==> src/rtl/uart_rx_fifo_if.sv <==
// Bus bundle between the UART receiver/FIFO and its register-side host.
// The host drives rx, rd and clr_err. The receiver drives everything else.
interface uart_rx_fifo_if #(
   parameter int DATA_BITS  = 8,
   parameter int FIFO_DEPTH = 16
);
   localparam int CW = $clog2(FIFO_DEPTH) + 1;

   logic                 rx;
   logic                 rd;
   logic                 clr_err;
   logic [DATA_BITS-1:0] rd_data;
   logic                 empty;
   logic                 full;
   logic [CW-1:0]        count;
   logic                 busy;
   logic                 frame_err;
   logic                 parity_err;
   logic                 overrun;
   logic                 irq;

   modport slave (
      input  rx, rd, clr_err,
      output rd_data, empty, full, count, busy, frame_err, parity_err, overrun, irq
   );

   modport master (
      output rx, rd, clr_err,
      input  rd_data, empty, full, count, busy, frame_err, parity_err, overrun, irq
   );
endinterface

==> src/rtl/uart_rx_fifo.sv <==
// Oversampling UART receiver with optional parity, sticky error flags and a show-ahead receive FIFO.
// A threshold interrupt is derived from the FIFO fill level.
module uart_rx_fifo #(
   parameter longint CLK_FREQ   = 16000000,
   parameter int     BAUDRATE   = 115200,
   parameter int     OVERSAMPLE = 16,
   parameter int     DATA_BITS  = 8,
   parameter int     PARITY     = 0,
   parameter int     FIFO_DEPTH = 16,
   parameter int     IRQ_LEVEL  = 1
) (
   input  logic           clk,
   input  logic           reset,
   uart_rx_fifo_if.slave  bus
);
   localparam longint BO    = longint'(BAUDRATE) * longint'(OVERSAMPLE);
   localparam longint DIV_R = (CLK_FREQ + BO / 2) / BO;
   localparam int     DIV   = (DIV_R < 1) ? 1 : int'(DIV_R);
   localparam int     DW    = $clog2(DIV + 1);
   localparam int     TW    = $clog2(OVERSAMPLE);
   localparam int     BW    = $clog2(DATA_BITS);
   localparam int     AW    = $clog2(FIFO_DEPTH);
   localparam int     CW    = AW + 1;

   localparam logic [TW-1:0] T_PRE  = TW'(OVERSAMPLE / 2 - 1);
   localparam logic [TW-1:0] T_MID  = TW'(OVERSAMPLE / 2);
   localparam logic [TW-1:0] T_POST = TW'(OVERSAMPLE / 2 + 1);
   localparam logic [TW-1:0] T_LAST = TW'(OVERSAMPLE - 1);

   localparam logic [2:0] S_IDLE   = 3'd0;
   localparam logic [2:0] S_START  = 3'd1;
   localparam logic [2:0] S_DATA   = 3'd2;
   localparam logic [2:0] S_PARITY = 3'd3;
   localparam logic [2:0] S_STOP   = 3'd4;
   localparam logic [2:0] S_BREAK  = 3'd5;

   logic                 sync1_q, sync2_q, prev_q;
   logic [DW-1:0]        div_q, div_d;
   logic [2:0]           state_q, state_d;
   logic [TW-1:0]        tc_q, tc_d;
   logic [BW-1:0]        bit_q, bit_d;
   logic [1:0]           vote_q;
   logic [DATA_BITS-1:0] shreg_q;
   logic                 par_q;
   logic                 push_q, push_d;
   logic                 set_fe, set_pe, set_ov;
   logic                 fe_q, pe_q, ov_q;

   logic [DATA_BITS-1:0] mem [FIFO_DEPTH];
   logic [AW-1:0]        wr_ptr_q, rd_ptr_q, rd_nxt;
   logic [CW-1:0]        count_q, count_d;
   logic                 empty_q, full_q, irq_q;
   logic [DATA_BITS-1:0] rd_data_q, rd_data_d;
   logic                 do_push, do_pop;

   logic rx_s, fall, tick, maj, at_mid, at_post, at_last, par_x, par_ok;

   assign rx_s    = sync2_q;
   assign fall    = prev_q & ~rx_s;
   assign tick    = (div_q == DW'(DIV - 1));
   assign at_mid  = tick && (tc_q == T_MID);
   assign at_post = tick && (tc_q == T_POST);
   assign at_last = tick && (tc_q == T_LAST);
   // Majority of the three centre samples; the third is the live one at T_POST.
   assign maj     = (vote_q[0] & vote_q[1]) | (vote_q[0] & rx_s) | (vote_q[1] & rx_s);
   assign par_x   = ^{shreg_q, par_q};
   assign par_ok  = (PARITY == 1) ? par_x : (PARITY == 2) ? ~par_x : 1'b1;

   // Divider restarts on the start edge so bit timing is anchored to that edge.
   always_comb begin
      if ((state_q == S_IDLE && fall) || tick) div_d = '0;
      else                                     div_d = div_q + DW'(1);
   end

   always_comb begin
      state_d = state_q;
      tc_d    = tc_q;
      bit_d   = bit_q;
      push_d  = 1'b0;
      set_fe  = 1'b0;
      set_pe  = 1'b0;
      if (tick && state_q != S_IDLE && state_q != S_BREAK)
         tc_d = (tc_q == T_LAST) ? '0 : tc_q + TW'(1);
      case (state_q)
         S_IDLE: if (fall) begin
            state_d = S_START;
            tc_d    = '0;
         end
         S_START: begin
            if (at_mid && rx_s) state_d = S_IDLE;
            else if (at_last) begin
               state_d = S_DATA;
               bit_d   = '0;
            end
         end
         S_DATA: if (at_last) begin
            if (bit_q == BW'(DATA_BITS - 1)) state_d = (PARITY != 0) ? S_PARITY : S_STOP;
            else                             bit_d   = bit_q + BW'(1);
         end
         S_PARITY: if (at_last) state_d = S_STOP;
         // Leaving at mid-stop lets the next start edge be caught immediately.
         S_STOP: if (at_post) begin
            if (!maj) begin
               set_fe  = 1'b1;
               state_d = S_BREAK;
            end else if (!par_ok) begin
               set_pe  = 1'b1;
               state_d = S_IDLE;
            end else begin
               push_d  = 1'b1;
               state_d = S_IDLE;
            end
         end
         S_BREAK: if (rx_s) state_d = S_IDLE;
         default: state_d = S_IDLE;
      endcase
   end

   assign do_pop  = bus.rd & ~empty_q;
   assign do_push = push_q & (~full_q | do_pop);
   assign set_ov  = push_q & full_q & ~do_pop;
   assign rd_nxt  = rd_ptr_q + AW'(1);
   assign count_d = count_q + CW'(do_push) - CW'(do_pop);

   // Show-ahead head: bypass the incoming byte when it becomes the head.
   always_comb begin
      rd_data_d = rd_data_q;
      if (do_pop) begin
         if (count_q == CW'(1)) begin
            if (do_push) rd_data_d = shreg_q;
         end else begin
            rd_data_d = mem[rd_nxt];
         end
      end else if (empty_q && do_push) begin
         rd_data_d = shreg_q;
      end
   end

   always_ff @(posedge clk) begin
      if (reset) begin
         sync1_q   <= 1'b1;
         sync2_q   <= 1'b1;
         prev_q    <= 1'b1;
         div_q     <= '0;
         state_q   <= S_IDLE;
         tc_q      <= '0;
         bit_q     <= '0;
         push_q    <= 1'b0;
         fe_q      <= 1'b0;
         pe_q      <= 1'b0;
         ov_q      <= 1'b0;
         wr_ptr_q  <= '0;
         rd_ptr_q  <= '0;
         count_q   <= '0;
         empty_q   <= 1'b1;
         full_q    <= 1'b0;
         irq_q     <= 1'b0;
         rd_data_q <= '0;
      end else begin
         sync1_q   <= bus.rx;
         sync2_q   <= sync1_q;
         prev_q    <= sync2_q;
         div_q     <= div_d;
         state_q   <= state_d;
         tc_q      <= tc_d;
         bit_q     <= bit_d;
         push_q    <= push_d;
         fe_q      <= set_fe | (fe_q & ~bus.clr_err);
         pe_q      <= set_pe | (pe_q & ~bus.clr_err);
         ov_q      <= set_ov | (ov_q & ~bus.clr_err);
         if (do_push) wr_ptr_q <= wr_ptr_q + AW'(1);
         if (do_pop)  rd_ptr_q <= rd_nxt;
         count_q   <= count_d;
         empty_q   <= (count_d == '0);
         full_q    <= (count_d == CW'(FIFO_DEPTH));
         irq_q     <= (count_d >= CW'(IRQ_LEVEL));
         rd_data_q <= rd_data_d;
      end
   end

   always_ff @(posedge clk) begin
      if (tick && tc_q == T_PRE) vote_q[0] <= rx_s;
      if (tick && tc_q == T_MID) vote_q[1] <= rx_s;
      if (state_q == S_DATA && at_post) shreg_q <= {maj, shreg_q[DATA_BITS-1:1]};
      if (state_q == S_PARITY && at_post) par_q <= maj;
      if (do_push) mem[wr_ptr_q] <= shreg_q;
   end

   assign bus.rd_data    = rd_data_q;
   assign bus.empty      = empty_q;
   assign bus.full       = full_q;
   assign bus.count      = count_q;
   assign bus.busy       = (state_q != S_IDLE);
   assign bus.frame_err  = fe_q;
   assign bus.parity_err = pe_q;
   assign bus.overrun    = ov_q;
   assign bus.irq        = irq_q;
endmodule

==> src/flat_wrapper.sv <==
// flat-port wrapper written by rule: the top's interface ports become plain ports
module uart_rx_fifo_flat 
#(
   parameter longint CLK_FREQ   = 16000000,
   parameter int     BAUDRATE   = 115200,
   parameter int     OVERSAMPLE = 16,
   parameter int     DATA_BITS  = 8,
   parameter int     PARITY     = 0,
   parameter int     FIFO_DEPTH = 16,
   parameter int     IRQ_LEVEL  = 1
)
  (clk, reset, bus_rx, bus_rd, bus_clr_err, bus_rd_data, bus_empty, bus_full, bus_count, bus_busy, bus_frame_err, bus_parity_err, bus_overrun, bus_irq);
  uart_rx_fifo_if #(.DATA_BITS(DATA_BITS), .FIFO_DEPTH(FIFO_DEPTH)) bus_i ();
  input  logic clk;
  input  logic reset;
  input wire logic [$bits(bus_i.rx)-1:0] bus_rx;
  input wire logic [$bits(bus_i.rd)-1:0] bus_rd;
  input wire logic [$bits(bus_i.clr_err)-1:0] bus_clr_err;
  output wire logic [$bits(bus_i.rd_data)-1:0] bus_rd_data;
  output wire logic [$bits(bus_i.empty)-1:0] bus_empty;
  output wire logic [$bits(bus_i.full)-1:0] bus_full;
  output wire logic [$bits(bus_i.count)-1:0] bus_count;
  output wire logic [$bits(bus_i.busy)-1:0] bus_busy;
  output wire logic [$bits(bus_i.frame_err)-1:0] bus_frame_err;
  output wire logic [$bits(bus_i.parity_err)-1:0] bus_parity_err;
  output wire logic [$bits(bus_i.overrun)-1:0] bus_overrun;
  output wire logic [$bits(bus_i.irq)-1:0] bus_irq;
  assign bus_i.rx = bus_rx;
  assign bus_i.rd = bus_rd;
  assign bus_i.clr_err = bus_clr_err;
  assign bus_rd_data = bus_i.rd_data;
  assign bus_empty = bus_i.empty;
  assign bus_full = bus_i.full;
  assign bus_count = bus_i.count;
  assign bus_busy = bus_i.busy;
  assign bus_frame_err = bus_i.frame_err;
  assign bus_parity_err = bus_i.parity_err;
  assign bus_overrun = bus_i.overrun;
  assign bus_irq = bus_i.irq;
  uart_rx_fifo #(.CLK_FREQ(CLK_FREQ), .BAUDRATE(BAUDRATE), .OVERSAMPLE(OVERSAMPLE), .DATA_BITS(DATA_BITS), .PARITY(PARITY), .FIFO_DEPTH(FIFO_DEPTH), .IRQ_LEVEL(IRQ_LEVEL)) u_core (.clk(clk), .reset(reset), .bus(bus_i));
endmodule
==> config.mk <==
export PLATFORM = sky130hd
export DESIGN_NAME = uart_rx_fifo_flat
export DESIGN_NICKNAME = d
export VERILOG_FILES = /design/src/rtl/uart_rx_fifo_if.sv /design/src/rtl/uart_rx_fifo.sv /design/src/flat_wrapper.sv
export SDC_FILE = /design/constraint.sdc
export NUM_CORES = 1
export LEC_CHECK = 0
export CAP_MARGIN = 25
export CORE_ASPECT_RATIO = 0.75
export CORE_MARGIN = 4
export CORE_UTILIZATION = 55
export DETAILED_ROUTE_END_ITERATION = 10
export GPL_TIMING_DRIVEN = 0
export PLACE_DENSITY = 0.8
export SLEW_MARGIN = 20
export SYNTH_ARGS = -nofsm -noshare
export SYNTH_HDL_FRONTEND = slang
export SYNTH_SLANG_ARGS = --single-unit
==> constraint.sdc <==
create_clock -name clk -period 1.9 [get_ports clk]
set_input_delay 0.285 -clock clk [delete_from_list [all_inputs] [get_ports clk]]
set_output_delay 0.285 -clock clk [all_outputs]
set_load 0.05 [all_outputs]
======== After elaboration in Yosys (flattened, before gate mapping) ========
Memory sizes are Yosys's and may differ from the RTL's.
Index checks and enable logic that the tools add are counted.
word-level totals
  memories ................................ 1
  register bits after elaboration ......... 55
  bits of input ports ..................... 5
  RAM bits ................................ 128
  output and inout port bits .............. 20
  logic and storage cells ................. 128
cells by class
  eq/ne operators ......................... 25
  multiplexer cells ....................... 29
  bitwise gates (word level) .............. 23
  order comparisons ....................... 1
  add/sub/neg operators ................... 7
  reduce and logical (&&, ||, !) cells .... 21
memories
  name        depth  bits a word  read ports  clocked after memory_dff  wr ports  RTL line            text
  u_core.mem  16     8            1           0                         1         uart_rx_fifo.sv:49  logic [DATA_BITS-1:0] mem [FIFO_DEPTH];
operators with widths
  kind                                                                                  count
  3-bit two-way mux                                                                     13
  8-bit two-way mux                                                                     4
  3-bit one-hot mux with 6 select lines                                                 1
  4-bit by 1-bit adder with 4-bit output (second input constant)                        4
  4-bit == test (second input constant)                                                 4
  4-bit two-way mux                                                                     4
  2-bit by 1-bit inequality test with 1-bit output (second input constant)              7
  1-bit bitwise AND                                                                     11
  1-bit logical AND                                                                     10
  3-bit == test (second input constant)                                                 3
  1-bit inverter                                                                        7
  7-bit AND reduction                                                                   1
  3-bit by 2-bit == test with 1-bit output (second input constant)                      2
  1-bit two-way mux                                                                     6
  3-bit one-hot mux with 2 select lines                                                 1
  5-bit by 1-bit adder with 5-bit output                                                1
  5-bit by 1-bit == test with 1-bit output (second input constant)                      1
  5-bit == test (second input constant)                                                 1
  5-bit by 1-bit greater-or-equal comparator with 1-bit output (second input constant)  1
  5-bit zero test                                                                       1
  1-bit OR                                                                              5
  5-bit AND reduction                                                                   1
  5-bit by 1-bit subtractor with 5-bit output                                           1
  4-bit by 3-bit == test with 1-bit output (second input constant)                      1
  13 further kinds                                                                      15

======== Longest topological paths before layout ========
  depth in word-level cells ............... 7
  depth in mapped cells ................... 12
  depth with buffers taken out ............ 12

======== Least setup slack after synthesis ========
No wires, ideal clock.
  path kind ............................... register -> register
  start point ............................. register u_core.empty_q (netlist: u_core.bus.empty)
  end point ............................... register u_core.irq_q (netlist: u_core.bus.irq)
  library setup time ...................... 0.132 ns
  cell stages (with the launch flop) ...... 13
  clock period less this slack ............ 2.500 ns
  path slack .............................. -0.600 ns
  data required time ...................... 1.768 ns
  path buffers ............................ 0
  data arrival time ....................... 2.368 ns
  path through ............................ dfxtp_1 nand2b_4 inv_2 ha_1 inv_1 ha_1 inv_1 fa_1 inv_1 a21oi_1 o21bai_1 xnor2_1 a21oi_1
between the ends
  word-level cells in the longest chain between the ends .. 7
RTL lines
  item                                                              RTL line             text
  start, declared                                                   uart_rx_fifo.sv:52   logic empty_q, full_q, irq_q;
  start signal, assigned                                            uart_rx_fifo.sv:174  empty_q <= (count_d == '0);
  1-bit inverter (*)                                                uart_rx_fifo.sv:119  assign do_pop = bus.rd & ~empty_q;
  1-bit bitwise AND (*)                                             uart_rx_fifo.sv:119
  net u_core.do_pop                                                 uart_rx_fifo.sv:54   logic do_push, do_pop;
  1-bit OR                                                          uart_rx_fifo.sv:120  assign do_push = push_q & (~full_q | do_pop);
  1-bit bitwise AND                                                 uart_rx_fifo.sv:120
  5-bit by 1-bit adder with 5-bit output                            uart_rx_fifo.sv:123  assign count_d = count_q + CW'(do_push) - CW'(do_pop);
  5-bit by 1-bit subtractor with 5-bit output (*)                   uart_rx_fifo.sv:123
  5-bit by 1-bit greater-or-equal comparator with 1-bit output (*)  uart_rx_fifo.sv:176  irq_q <= (count_d >= CW'(IRQ_LEVEL));
  end signal, assigned                                              uart_rx_fifo.sv:176
  end, declared                                                     uart_rx_fifo.sv:52
The timed path passes the listed nets; every way through them passes the cells marked *.
A chain may end at the register's enable or synchronous reset.

======== Worst setup path after layout ========
  start point ............................. register u_core.empty_q (netlist: u_core.bus.empty)
  end point ............................... register u_core.empty_q (netlist: u_core.bus.empty)
between the ends
  word-level cells in the longest chain between the ends .. 7
RTL lines
  item                                             RTL line
  1-bit inverter (*)                               uart_rx_fifo.sv:119
  1-bit bitwise AND (*)                            uart_rx_fifo.sv:119
  net u_core.do_pop                                uart_rx_fifo.sv:54
  1-bit OR                                         uart_rx_fifo.sv:120
  1-bit bitwise AND                                uart_rx_fifo.sv:120
  5-bit by 1-bit adder with 5-bit output           uart_rx_fifo.sv:123
  5-bit by 1-bit subtractor with 5-bit output (*)  uart_rx_fifo.sv:123
  5-bit zero test (*)                              uart_rx_fifo.sv:174
Marked as above.

==> run summary <==
post-synthesis mux area share: 11.2%
DP Area: 8100 µm²
post-route clock period utilization: 114%
Tmin final: 2.16 ns
area grow syn2layout: 22.0%
TNS Setup: -1.02 ns
Slew Viols, Final: 0
largest net degree at the start of global routing: 19
Vias: 4475
power per cell area: 1160 nW/µm²
Synth Area in Adders: 3.37%
Post-Syn Instances: 483
sequential fraction of the synthesis area: 66.6%
xor/xnor cell area share of the yosys netlist: 1.50%
IO Pins: 25
ANT nets after route: 0
buffers plus inverters on the worst setup path: 4
crit-path max FO: 4
Post-Syn Area per Cell: 15.7 µm²
CTS tree: yes
commonest non-fill, non-tap cell in the layout: edfxtp_1
violated checks: setup timing
Yosys top cell area share: 54.7%
Worst Setup End Kind: flip-flop
EDFF count, synth: 138
largest family of logic cells by synthesized area: multiplexers
simple-gate share of the synthesized area: 7.82%
total CTS buffers: 17
setup ws final: -0.261 ns
Top FF cell, synth: edfxtp_1
max cap viols: 0
RSZ-0062 raised after global routing: true
detailed-route wire length per cell: 22.8 µm
Leak: 3.21 nW
initial core utilization: 57.2%
async set-reset flop share out of synthesis: 0%
CP Depth: 12
clk root buf: clkbuf_16
layout cells sized above 1: 31.7%
Cells after DPL: 678
Core Rows: 36
number of synthesized register bits: 183
critical path arrival: 2.48 ns
DR pass1 iterations: 5
synth warn: 0
hold crit path type: flip-flop to flip-flop
ANT cells: 0
reg2reg path depth: 12
Initial DRC Count: 393
worst rel slew slack: 52.7%
final hold vios: 0
DR DRC count: 0
IO Port Bufs: 24
synth top area cells: edfxtp_1 (55%), dfxtp_1 (12%), mux4_2 (9.5%)
Final Wtd Congestion: 0.876
Finished Cell Area: 9250 µm²
Total GRT Usage: 21.7%
slowest stage delay, CP: 0.37 ns
Core Area: 13200 µm²
Synth Area in Compound Gates: 6.72%
CP Launch Type: flip-flop
Vias/cell: 6.16
FMAX: 463 MHz
worst-margin pin slew: 0.709 ns
CP max-delay cell: fa_2
worst hold stages: 1
Max VDD drop: 810 µV
worst slack at placement: -0.715 ns
CP delay by family, top: adder cells
nets: 567
die width: 144 µm
clk sinks: 183
vias in the first global route: 4461
worst path required time: 2.22 ns
initial antenna violation count: 0
Synthesized Nets: 507
outcome: finished with violations
final wirelength: 16.6 mm
Yosys cell types: 61
kind of critical path: flip-flop to flip-flop
clock transition at the registers of the reported paths: 0.07 ns
chip height: 110 µm
non-filler cells in the finished layout: 727
cell area after synthesis: 7580 µm²
first-pass GRT wire length: 25.1 mm
Finish-stage setup viols: 4
maximum clock path buffer count: 2
# H-tree levels: 4
CP Cell Sequence: nand2b_4 > inv_8 > ha_4 > inv_4 > ha_4 > inv_2 > fa_2 > inv_2 > a21oi_2 > o21bai_2 > xnor2_2 > a21o_1
most frequent cells in the layout: edfxtp_1 (138), nor2_1 (36), dfxtp_1 (36)
clock skew: 0.0129 ns
Post-DP HPWL: 10.5 mm
grt ovf: 0
die area: 15700 µm²
worst-skew pair later-pin latency: 0.42 ns
cell accounting for the most synthesized area: edfxtp_1
## kinds of logic after synthesis
kind of cell,count (synthesis)
AND/OR/NAND/NOR,116
adder cells (fa/ha/maj),20
buffers and inverters,42
multiplexers,44
flip-flops,183
XOR/XNOR,13
AO/OA/AOI/OAI,65
## power by group
group / internal, mW / total (mW) / switching, mW
combinational: 1.17 / 2.67 / 1.51
clock: 2.08 / 3.56 / 1.48
sequential: 4.39 / 4.52 / 0.135
## Yosys cell counts (2+ instances only)
library cell and n:
dfxtp_1 45, o311ai_1 3, a31oi_1 2, o21bai_1 2, o21ai_0 3, buf_6 3
a22oi_1 17, mux2_2 8, inv_2 3, nand4_1 5, nor2_1 52, or2_2 3
nor3_1 8, buf_2 7, and3_1 3, mux4_2 32, a21oi_1 10, mux2i_1 4
and4b_1 2, xor2_1 6, a21o_1 3, nor2b_1 4, inv_1 20, buf_4 2
xnor2_1 7, a311oi_1 8, ha_1 18, nand2b_1 4, a21oi_2 3, nand3_1 3
nor3b_1 3, edfxtp_1 138, clkbuf_1 6, nand2_1 19
## through the flow
step / util [%] / hold slack, ns / power (mW)
2_1_floorplan: - / 0.361 / 6.29
3_3_place_gp: 61.2 / 0.395 / 6.85
3_5_place_dp: 61.2 / 0.405 / 6.91
4_1_cts: 67.3 / 0.407 / 10.6
5_1_grt: 69.8 / 0.416 / 11.2
6_report: 69.8 / 0.413 / 10.8
## sequential cells by signal, indices dropped and copies added (netlist names)
signal / count
u_core.div_q: 4
u_core.bus.parity_err: 1
u_core.bit_q: 3
u_core.bus.overrun: 1
u_core.wr_ptr_q: 4
u_core.mem: 128
u_core.rd_ptr_q: 4
u_core.bus.full: 1
u_core.shreg_q: 8
u_core.tc_q: 4
u_core.vote_q: 2
u_core.state_q: 3
u_core.bus.count: 5
u_core.bus.frame_err: 1
u_core.rx_s: 1
u_core.push_q: 1
u_core.prev_q: 1
u_core.bus.empty: 1
u_core.sync1_q: 1
u_core.bus.rd_data: 8
u_core.bus.irq: 1
## area by class of cell
type | instances | area, µm²
inverters | 23 | 96.3
well taps | 171 | 214
plain buffers | 18 | 148
multi-input cells | 258 | 2650
clock inverters | 8 | 82.6
flip-flops and latches | 183 | 5060
clock buffers | 24 | 524
fillers | 811 | 4000
repair buffers | 42 | 470
## metal layers
metal | global-route usage [%] | vias to the layer above | share of wire [%]
met5 | 0 | - | 0
met4 | 4.84 | 0 | 0.99
met3 | 6.26 | 22 | 7.8
met2 | 33.8 | 189 | 49
met1 | 31.1 | 2281 | 43
li1 | - | 1983 | -
## final timing paths
path / startpoint / end / slack, ns
worst min-delay path: u_core.sync1_q$_SDFF_PP1_ / u_core.rx_s$_SDFF_PP1_ / 0.41
worst max-delay path: u_core.bus.empty$_SDFF_PP1_ / u_core.bus.empty$_SDFF_PP1_ / -0.26
worst max register to register: u_core.bus.empty$_SDFF_PP1_ / u_core.bus.empty$_SDFF_PP1_ / -0.26
worst min register to register: u_core.sync1_q$_SDFF_PP1_ / u_core.rx_s$_SDFF_PP1_ / 0.41
## worst reg2reg max path, stage by stage (launching register included)
cell,delay [ns]
dfxtp_4,0.34
nand2b_4,0.18
inv_8,0.07
ha_4,0.19
inv_4,0.05
ha_4,0.12
inv_2,0.04
fa_2,0.37
inv_2,0.08
a21oi_2,0.06
o21bai_2,0.21
xnor2_2,0.16
a21o_1,0.19
## timing repair
| action | in CTS | in global routing |
|---|---|---|
| resized for setup | 47 | 48 |
| setup endpoints to repair | 155 | 155 |
| hold buffers | 0 | 0 |
| setup buffers | 9 | 10 |
| pin swaps | 10 | 13 |
Power figures use the tool's default switching activity.
